### src/rtl/irq_pending_capture.sv
// Pending-request capture around an external 8-input priority-to-one-hot stage; grant is encoded and handed off over valid/ready.
// Define IRQ_EDGE_DETECT_EN for rising-edge request capture; the default build captures request levels.
module irq_pending_capture #(
    parameter int WIDTH = 8,
    parameter int IDX_W = 3,
    parameter int CNT_W = 8
) (
    input  logic             clk,
    input  logic             rst,
    input  logic [WIDTH-1:0] req_i,
    input  logic [WIDTH-1:0] mask_i,
    output logic [WIDTH-1:0] pend_o,
    input  logic [WIDTH-1:0] grant_i,
    output logic [IDX_W-1:0] idx_o,
    output logic             valid_o,
    input  logic             ready_i,
    output logic             grant_err_o,
    output logic [CNT_W-1:0] lost_cnt_o
);

    typedef enum logic {IDLE, HOLD} state_t;

    state_t           state;
    state_t           state_next;
    logic [WIDTH-1:0] pending;
    logic [WIDTH-1:0] req_q;
    logic [WIDTH-1:0] set_vec;
    logic [WIDTH-1:0] clr_vec;
    logic [IDX_W-1:0] grant_idx;
    logic [IDX_W-1:0] idx_next;
    logic             valid_next;
    logic             err_next;
    logic             lost_hit;

`ifdef IRQ_EDGE_DETECT_EN
    always_ff @(posedge clk) begin
        if (rst) begin
            req_q <= '0;
        end else begin
            req_q <= req_i;
        end
    end
`else
    // Level capture keeps no request history; a zero req_q makes set_vec the raw lines.
    assign req_q = '0;
`endif

    assign set_vec  = req_i & ~req_q;
    assign clr_vec  = (state == HOLD && ready_i) ? (WIDTH'(1) << idx_o) : '0;
    assign lost_hit = |(set_vec & pending & ~clr_vec);
    assign pend_o   = pending & ~mask_i;

    // Set is OR-ed in after the clear so a same-cycle set keeps the bit pending.
    always_ff @(posedge clk) begin
        if (rst) begin
            pending    <= '0;
            lost_cnt_o <= '0;
        end else begin
            pending <= (pending & ~clr_vec) | set_vec;
            if (lost_hit && lost_cnt_o != '1) begin
                lost_cnt_o <= lost_cnt_o + CNT_W'(1);
            end
        end
    end

    always_comb begin
        grant_idx = '0;
        for (int i = 0; i < WIDTH; i++) begin
            if (grant_i[i]) begin
                grant_idx = IDX_W'(i);
            end
        end
    end

    always_comb begin
        state_next = state;
        idx_next   = idx_o;
        valid_next = valid_o;
        err_next   = 1'b0;
        case (state)
            IDLE: begin
                valid_next = 1'b0;
                if (grant_i != '0) begin
                    idx_next   = grant_idx;
                    valid_next = 1'b1;
                    err_next   = (grant_i & (grant_i - WIDTH'(1))) != '0;
                    state_next = HOLD;
                end
            end
            HOLD: begin
                if (ready_i) begin
                    valid_next = 1'b0;
                    state_next = IDLE;
                end
            end
            default: begin
                state_next = IDLE;
                valid_next = 1'b0;
            end
        endcase
    end

    always_ff @(posedge clk) begin
        if (rst) begin
            state       <= IDLE;
            idx_o       <= '0;
            valid_o     <= 1'b0;
            grant_err_o <= 1'b0;
        end else begin
            state       <= state_next;
            idx_o       <= idx_next;
            valid_o     <= valid_next;
            grant_err_o <= err_next;
        end
    end

endmodule
### config.mk
export PLATFORM = sky130hd
export DESIGN_NAME = irq_pending_capture
export DESIGN_NICKNAME = d
export VERILOG_FILES = /design/src/rtl/irq_pending_capture.sv
export SDC_FILE = /design/constraint.sdc
export NUM_CORES = 1
export LEC_CHECK = 0
export BUFFER_PORTS_ARGS = -buffer_cell sky130_fd_sc_hd__buf_2
export CORE_MARGIN = 8
export CORE_UTILIZATION = 42
export DETAILED_ROUTE_END_ITERATION = 8
export GPL_ROUTABILITY_DRIVEN = 0
export GPL_TIMING_DRIVEN = 0
export HOLD_SLACK_MARGIN = 0.15
export PLACE_DENSITY = 0.77
export SLEW_MARGIN = 40
export SYNTH_ARGS = -nofsm -noshare
export SYNTH_HDL_FRONTEND = slang
export SYNTH_SLANG_ARGS = --single-unit
### constraint.sdc
create_clock -name clk -period 2.1 [get_ports clk]
set_clock_uncertainty 0.05 [all_clocks]
set_input_delay 0.105 -clock clk [delete_from_list [all_inputs] [get_ports clk]]
set_output_delay 0.105 -clock clk [all_outputs]
set_load 0.02 [all_outputs]
== Word level (Yosys, flattened, before mapping) ==
Index checks and enable logic that the tools add are counted.

* Add/subtract/negate cells: 2
* Equal/unequal tests: 2
* Shift-type cells: 1
* Muxes and demuxes: 13
* Bitwise logic cells: 10
* Reduce and logical (&&, ||, !) cells: 7

{| class="wikitable"
|+ Operator list
! operator !! count
|-
| AND 8 bit || 5
|-
| 2-to-1 mux 3 bit || 6
|-
| NOT 8 bit || 2
|-
| nonzero test 8 bit || 2
|-
| adder 8 x 1 -> 8 bit, second input constant || 1
|-
| 2-to-1 mux 8 bit || 1
|-
| != test 8 bit, second input constant || 1
|-
| OR 8 bit || 1
|-
| OR reduction 8 bit || 1
|-
| left shift 1 x 3 -> 8 bit, first input constant || 1
|-
| subtractor 8 x 1 -> 8 bit, second input constant || 1
|-
| 2-to-1 mux 1 bit || 4
|-
| one-hot mux 1 bit (2 select lines) || 2
|-
| OR reduction 3 bit || 1
|-
| logical AND 1 bit || 2
|-
| != test 2 bit, second input constant || 1
|-
| NOT 1 bit || 2
|-
| AND reduction 2 bit || 1
|}

* Register bits after elaboration: 22
* Bits of input ports: 27
* Output and inout bits: 21
* Word-level logic and storage cells: 41

== Longest topological paths before layout ==
Gate-level depths: netlist of run 1.

* Word-level depth: 7
* Gate-level depth with buffers: 7
* Depth with buffers taken out: 6

== Least setup slack after synthesis of run 1 ==
OpenSTA, ideal clock, no wires.

* Path type: flip-flop to flip-flop
* From: reg idx_o[1]
* To: reg lost_cnt_o[3]
* Library setup time: 0.123 ns
* Arrival time: 1.908 ns
* Data required time: 1.927 ns
* Setup slack: 0.018 ns
* Cell stages (with the launch flop): 8
* Buffers on the path: 1
* Clock period less this slack: 2.082 ns
* Path through: dfxtp_1 -> clkbuf_2 -> nor2b_1 -> a21oi_1 -> nor4_2 -> a21oi_2 -> nand4_1 -> mux2_1

* Longest elaborated chain between the ends: 6

{| class="wikitable"
|+ RTL lines
! item !! RTL line !! text
|-
| start, declared || 14 || <nowiki>output logic [IDX_W-1:0] idx_o,</nowiki>
|-
| start signal, assigned || 111 || <nowiki>idx_o <= idx_next;</nowiki>
|-
| left shift 1 x 3 -> 8 bit || 49 || <nowiki>assign clr_vec = (state == HOLD && ready_i) ? (WIDTH'(1) << idx_o) : '0;</nowiki>
|-
| 2-to-1 mux 8 bit || 49 ||
|-
| NOT 8 bit || 50 || <nowiki>assign lost_hit = |(set_vec & pending & ~clr_vec);</nowiki>
|-
| AND 8 bit || 50 ||
|-
| OR reduction 8 bit || 50 ||
|-
| logical AND 1 bit || 60 || <nowiki>if (lost_hit && lost_cnt_o != '1) begin</nowiki>
|-
| end signal, assigned || 61 || <nowiki>lost_cnt_o <= lost_cnt_o + CNT_W'(1);</nowiki>
|-
| end, declared || 18 || <nowiki>output logic [CNT_W-1:0] lost_cnt_o</nowiki>
|}

Every way passes these cells.
A chain may end at the register's enable or synchronous reset.

== Worst setup path after layout of run 1 ==
* From: reg idx_o[0]
* To: reg lost_cnt_o[3]

The elaborated chain is that of the path after synthesis.

==> results of run 1 <==
==> worst reg2reg max path: stages (launching register included) <==
cell     delay [ns]
dfxtp_2        0.50
nor2b_2        0.26
a21oi_1        0.13
nor4_4         0.38
a21oi_4        0.15
nand4_1        0.13
mux2_1         0.33
==> flip-flops by register name, summed over array words and instances (netlist names) <==
signal / count
pending: 8
lost_cnt_o: 8
state: 1
idx_o: 3
grant_err_o: 1
valid_o: 1
==> layout make-up <==
cell class                 instances  area, µm²
buffer                             5       33.8
tap                               31       38.8
fill                             248        951
clock buffer                       3       22.5
multi-input combinational        116        744
timing repair buffer              67        428
clock inverter                     1       30.0
inverter                           4       15.0
sequential                        22        447
==> power by group through the flow <==
| stage | clock, W | combinational, W | sequential (W) |
|---|---|---|---|
| 2_1_floorplan | 0 | 0.000120 | 0.000504 |
| 3_3_place_gp | 0 | 0.000214 | 0.000488 |
| 3_5_place_dp | 0 | 0.000217 | 0.000489 |
| 4_1_cts | 0.000336 | 0.000251 | 0.000482 |
| 5_1_grt | 0.000351 | 0.000298 | 0.000488 |
| 6_report | 0.000326 | 0.000270 | 0.000482 |
==> synthesized netlist by cell type (2+ instances only) <==
| master | n |
|---|---|
| a211oi_1 | 2 |
| a21oi_1 | 20 |
| a21oi_2 | 2 |
| a31oi_1 | 2 |
| and2b_1 | 3 |
| and3_1 | 2 |
| and3_2 | 2 |
| clkbuf_1 | 2 |
| dfxtp_1 | 22 |
| inv_1 | 4 |
| maj3_1 | 2 |
| mux2_1 | 3 |
| nand2_1 | 18 |
| nand3_1 | 3 |
| nand4_1 | 3 |
| nor2_1 | 21 |
| nor2b_1 | 10 |
| nor3_1 | 2 |
| nor4_1 | 2 |
| nor4_2 | 2 |
| o21ai_0 | 2 |
| xnor2_1 | 2 |
==> final timing paths <==
kind                               from                         end  slack, ns  cells past startpoint
setup / recovery  idx_o[0]$_SDFFE_PP0P_  lost_cnt_o[3]$_SDFFE_PP0P_       0.08                      6
hold / removal               grant_i[2]       idx_o[1]$_SDFFE_PP0P_       0.17                      3
setup reg to reg  idx_o[0]$_SDFFE_PP0P_  lost_cnt_o[3]$_SDFFE_PP0P_       0.08                      6
hold reg to reg    valid_o$_SDFFE_PP0P_        valid_o$_SDFFE_PP0P_       0.42                      2
==> metal layers <==
| layer | up-vias | global-route usage | wire length, µm |
|---|---|---|---|
| met5 | - | 0 | 0 |
| met3 | 2 | 0.0291 | 240 |
| li1 | 663 | - | - |
| met1 | 579 | 0.157 | 1390 |
| met4 | 0 | 0.0501 | 19 |
| met2 | 40 | 0.259 | 1690 |
==> cells by family after synthesis <==
| logic type | share of synthesized area |
|---|---|
| multiplexers | 0.0372 |
| XOR/XNOR | 0.0149 |
| buffers and inverters | 0.0394 |
| AO/OA/AOI/OAI | 0.189 |
| flip-flops | 0.374 |
| AND/OR/NAND/NOR | 0.317 |
| adder cells (fa/ha/maj) | 0.0277 |
==> timing repair <==
item                                    CTS  global route
buffers inserted                          0             3
hold endpoints to repair                 13             0
endpoints found under the setup margin    3             4
hold buffers                             17             0
resized for setup                         5            11
pin swaps                                 1             4
==> stage by stage <==
step                TNS [ns]  hold WS, ns  worst slack, ns
floorplan                  0        0.142           0.0183
global placement      -0.177        0.276          -0.0604
detailed placement    -0.261        0.290           -0.100
CTS                        0        0.154           0.0131
global route         -0.0786        0.178          -0.0488
finish                     0        0.171           0.0804
==> metrics.log, run 1 <==
[metrics] run status: completed
[metrics] area growth from synthesis to layout: 49.6%
[metrics] proportion of layout cells with a drive suffix above 1: 0.339
[metrics] number of antenna violations at the first check in global routing: 0
[metrics] Longest Clk Path Bufs: 2
[metrics] H-tree lvl count: 1
[metrics] share of synthesized registers carrying an async set or reset: 0
[metrics] cell type with the largest total area after synthesis: dfxtp_1
[metrics] via count of the first global-routing pass: roughly 1300
[metrics] post-layout min period: roughly 2.0 ns
[metrics] final cycle utilization of the critical path: 0.962
[metrics] routed wire length: ~3300 µm
[metrics] sequential fraction of the synthesis area: 0.374
[metrics] Final Setup Violations: 0
[metrics] highest-count cells in the layout ignoring fill and taps: buf_2, a21oi_1, nor2_1
[metrics] launching element type of the critical path: flop
[metrics] Slew HR: 0.576
[metrics] TritonCTS clock tree: built
[metrics] synthesized net count: about 180
[metrics] Largest delay share family, worst path: simple AND/OR/NAND/NOR gates
[metrics] Main synth FF type: dfxtp_1
[metrics] starting utilization of the core area: 0.434
[metrics] top cells by area in the synthesized netlist: dfxtp_1, a21oi_1, nor2_1, nand2_1, nor2b_1
[metrics] non-filler instance count after layout: between 200 and 250
[metrics] violation count after the first detailed-routing iteration: 80
[metrics] detailed-placement wirelength estimate: ~2200 µm
[metrics] worst-path cell chain: nor2b_2 -> a21oi_1 -> nor4_4 -> a21oi_4 -> nand4_1 -> mux2_1
[metrics] sequential share of power: 0.447
[metrics] count of unique library cells instantiated by Yosys: 38
[metrics] switching part of the total: 0.288
[metrics] post-detailed-route DRC marker count: 0
[metrics] class of the worst hold path: input pin to flop
[metrics] post-CTS clock slew at the launch and capture registers of the worst setup and hold paths: 0.13 ns
[metrics] commonest non-fill, non-tap cell in the layout: buf_2
[metrics] endpoint type of the worst setup path: flop
[metrics] pwr dens: roughly 610 nW/µm²
[metrics] share of Yosys cell area claimed by the top area cell type: 0.374
[metrics] number of nets in the finished design: about 250
[metrics] Yosys warning total: 0
[metrics] fraction of power consumed by the clock network: 0.302
[metrics] horizontal die dimension: around 70 µm
[metrics] maximum clock frequency: ~500 MHz
[metrics] instance area after placement: between 1000 and 1500 µm²
[metrics] first-pass GRT wire length: about 5200 µm
[metrics] total clock buffers created by CTS: 3
[metrics] maximum resistive drop on vdd: around 0.37 mV
[metrics] Die Y: around 70 µm
[metrics] # IOs: between 40 and 50
[metrics] switching power: 0.000310 W
[metrics] Worst Tran Pin Value: about 0.63 ns
[metrics] flip-flop and latch count after synthesis: 22
[metrics] number of instances in the placed design: 225
[metrics] Crit path required time: ~2.3 ns
[metrics] Port Buffer Count: between 40 and 50
[metrics] total of max-cap violations: 0
[metrics] leak pwr: between 0.8 and 0.9 nW
[metrics] arrival time at the worst endpoint: roughly 2.2 ns
[metrics] crit path buf inv count: 0
[metrics] via count: about 1300
[metrics] largest fanout on the critical path: 9
[metrics] pin count of the biggest net entering global routing: 14
[metrics] average cell area after synthesis: 8.00 µm²
[metrics] all-layer global routing usage: 0.141
[metrics] vias per cell: 5.16
[metrics] Gate power share: 0.250
[metrics] Worst path max stage delay: approximately 0.50 ns
[metrics] Placeable Area: 2710 µm²
[metrics] cell internal pwr: between 0.0007 and 0.0008 W
[metrics] Congestion Overflow GR: 0
[metrics] number of diodes added for antenna fixing: 0
[metrics] overall power of the completed layout: approximately 0.0011 W
[metrics] 1st-pass router iterations: 5
[metrics] highest-delay cell along the critical path: dfxtp_2
[metrics] source-to-sink clock delay at the later pin of the worst-skew pair: roughly 0.31 ns
[metrics] remaining antenna violation count after routing: 0
[metrics] post-route design area: roughly 1800 µm²
[metrics] # clock sinks: 22
[metrics] Post-Syn Instances: 147
[metrics] core utilization of the finished layout: 0.649
[metrics] EDFF count, synth: 0
[metrics] post-synthesis instance area: 1180 µm²
[metrics] Hold Vio Cnt, Final: 0
[metrics] die area: around 4700 µm²
[metrics] WL per Instance: 13.4 µm
[metrics] total number of placement rows: 19
[metrics] number of max-slew violations in the final report: 0
[metrics] critical path type: flop to flop
[metrics] clock root cell: clkbuf_4
[metrics] setup repair after global routing missed its margin: yes
Note: power is estimated with default switching activity, not from simulation.
==> inputs of run 2 (changes only) <==
--- a/config.mk
+++ b/config.mk
@@ -7,12 +7,12 @@
 export LEC_CHECK = 0
 export BUFFER_PORTS_ARGS = -buffer_cell sky130_fd_sc_hd__buf_2
 export CORE_MARGIN = 8
-export CORE_UTILIZATION = 42
+export CORE_UTILIZATION = 40
 export DETAILED_ROUTE_END_ITERATION = 8
 export GPL_ROUTABILITY_DRIVEN = 0
 export GPL_TIMING_DRIVEN = 0
 export HOLD_SLACK_MARGIN = 0.15
-export PLACE_DENSITY = 0.77
+export PLACE_DENSITY = 0.74
 export SLEW_MARGIN = 40
 export SYNTH_ARGS = -nofsm -noshare
 export SYNTH_HDL_FRONTEND = slang
==> run 2 against run 1 <==
Against the previous run: combinational power shrank 2%; register-to-register slack is essentially flat; largest power group unchanged; wire length shrank 5.3%; critical path type unchanged; final cell count shrank 0.80%.
==> metrics.log, run 2 (same netlist as run 1, synthesis figures left out) <==
[metrics] 1st-pass router iterations: 4
[metrics] starting utilization of the core area: 0.423
[metrics] fraction of power consumed by the clock network: 0.301
[metrics] detailed-placement wirelength estimate: around 2300 µm
[metrics] number of inserted filler cells in the final layout: between 200 and 300
[metrics] commonest non-fill, non-tap cell in the layout: buf_2
[metrics] # clock sinks: 22
[metrics] # IOs: 48
[metrics] largest fanout on the critical path: 8
[metrics] highest-count cells in the layout ignoring fill and taps: buf_2, a21oi_1, nor2_1, dfxtp_1, nand2_1
[metrics] remaining antenna violation count after routing: 0
[metrics] arrival time at the worst endpoint: 2.17 ns
[metrics] die area: just under 5000 µm²
[metrics] highest-delay cell along the critical path: nor4_4
[metrics] Slew HR: 0.641
[metrics] setup tns final: 0 ns
[metrics] critical path type: flop to flop
[metrics] switching power: about 0.00030 W
[metrics] number of diodes added for antenna fixing: 0
[metrics] run status: completed
[metrics] pwr dens: roughly 620 nW/µm²
[metrics] via count of the first global-routing pass: 1229
[metrics] number of antenna violations at the first check in global routing: 0
[metrics] Congestion Overflow GR: 0
[metrics] leak pwr: 0.813 nW
[metrics] switching part of the total: 0.284
[metrics] violation count after the first detailed-routing iteration: 29
[metrics] pin count of the biggest net entering global routing: 14
[metrics] cell internal pwr: around 0.00077 W
[metrics] setup repair after global routing missed its margin: yes
[metrics] routed wire length: 3160 µm
[metrics] Port Buffer Count: between 40 and 50
[metrics] first-pass GRT wire length: around 5300 µm
[metrics] sequential share of power: 0.451
[metrics] Final Setup Violations: 0
[metrics] maximum clock frequency: slightly below 500 MHz
[metrics] horizontal die dimension: around 70 µm
[metrics] Worst Tran Pin Value: ~0.53 ns
[metrics] vias per cell: 5.13
[metrics] TritonCTS clock tree: built
[metrics] number of nets in the finished design: ~250
[metrics] via count: about 1300
[metrics] clock root cell: clkbuf_4
[metrics] endpoint type of the worst setup path: flop
[metrics] H-tree lvl count: 1
[metrics] Worst path max stage delay: 0.42 ns
[metrics] worst-path cell chain: clkbuf_2 -> nor2b_2 -> a21oi_1 -> nor4_4 -> a21oi_4 -> nand4_1 -> mux2_1
[metrics] all-layer global routing usage: 0.126
[metrics] worst slack after detailed placement: -0.0888 ns
[metrics] post-detailed-route DRC marker count: 0
[metrics] total clock buffers created by CTS: 3
[metrics] Die Y: between 70 and 80 µm
[metrics] total of max-cap violations: 0
[metrics] total number of placement rows: 19
[metrics] class of the worst hold path: input pin to flop
[metrics] source-to-sink clock delay at the later pin of the worst-skew pair: between 0.3 and 0.4 ns
[metrics] number of max-slew violations in the final report: 0
[metrics] Largest regs: lost_cnt_o x8, pending x8, idx_o x3
[metrics] WL per Instance: 12.8 µm
[metrics] Gate power share: 0.247
[metrics] post-layout min period: slightly above 2 ns
[metrics] area growth from synthesis to layout: 47.0%
[metrics] least setup slack across all paths after layout: a little under 0.09 ns
[metrics] post-CTS clock slew at the launch and capture registers of the worst setup and hold paths: roughly 0.12 ns
[metrics] final cycle utilization of the critical path: 0.958
[metrics] Hold Vio Cnt, Final: 0
[metrics] proportion of layout cells with a drive suffix above 1: 0.324
[metrics] Longest Clk Path Bufs: 2
[metrics] Crit path required time: between 2 and 2.5 ns
[metrics] launching element type of the critical path: flop
[metrics] Placeable Area: 2780 µm²
[metrics] maximum resistive drop on vdd: about 0.42 mV
==> run 2: final timing paths <==
path	from	endpoint	slack [ns]	cells after the start
worst max register to register	idx_o[1]$_SDFFE_PP0P_	lost_cnt_o[4]$_SDFFE_PP0P_	0.09	7
worst max-delay path	idx_o[1]$_SDFFE_PP0P_	lost_cnt_o[4]$_SDFFE_PP0P_	0.09	7
worst min register to register	valid_o$_SDFFE_PP0P_	valid_o$_SDFFE_PP0P_	0.42	2
worst min-delay path	grant_i[3]	idx_o[1]$_SDFFE_PP0P_	0.16	3
==> run 2: area by class of cell <==
type	instances	area, µm²	area share
Timing Repair Buffer	65	413	0.239
Clock inverter	1	30.0	0.0174
Inverter	4	15.0	0.00868
Buffer	5	31.3	0.0181
Sequential cell	22	445	0.258
Multi-Input combinational cell	116	733	0.424
Clock buffer	3	22.5	0.0130
Tap cell	31	38.8	0.0224
==> run 2: power groups by stage <==
stage	combinational (W)	clock, W	sequential (W)
3_3_place_gp	0.000215	0	0.000489
2_1_floorplan	0.000120	0	0.000504
3_5_place_dp	0.000219	0	0.000490
4_1_cts	0.000254	0.000333	0.000481
5_1_grt	0.000290	0.000347	0.000489
6_report	0.000264	0.000322	0.000482
==> run 2: metrics by stage <==
step / std cells / hold WS (ns) / utilization / total power [W] / cell area (µm²)
floorplan: 147 / 0.142 / - / 0.000624 / 1180
global placement: 225 / 0.278 / 0.521 / 0.000704 / 1450
detailed placement: 225 / 0.285 / 0.521 / 0.000709 / 1450
CTS: 246 / 0.150 / 0.609 / 0.00107 / 1690
global route: 247 / 0.185 / 0.622 / 0.00113 / 1730
finish: 247 / 0.159 / 0.622 / 0.00107 / 1730
==> run 2: critical path: cells and delay by family (launching register included) <==
family                 cells  cell delay (ns)
muxes                      1             0.32
buffers and inverters      1             0.19
and+or+nand+nor            3             0.75
DFF                        1             0.34
AOI/OAI and AO/OA          2             0.28
==> run 2: what timing repair did <==
item,in CTS,in global routing
hold endpoints to repair,13,0
gates resized for setup,3,8
setup buffers,0,1
endpoints found under the setup margin,3,4
pin swaps,1,2
hold buffers,17,0
==> run 2: layer usage <==
| metal | global-route usage | vias to the layer above | wire, µm |
|---|---|---|---|
| met4 | 0.0469 | 0 | 30 |
| met1 | 0.131 | 572 | 1350 |
| li1 | - | 656 | - |
| met2 | 0.224 | 36 | 1540 |
| met3 | 0.0424 | 2 | 230 |
| met5 | 0 | - | 0 |
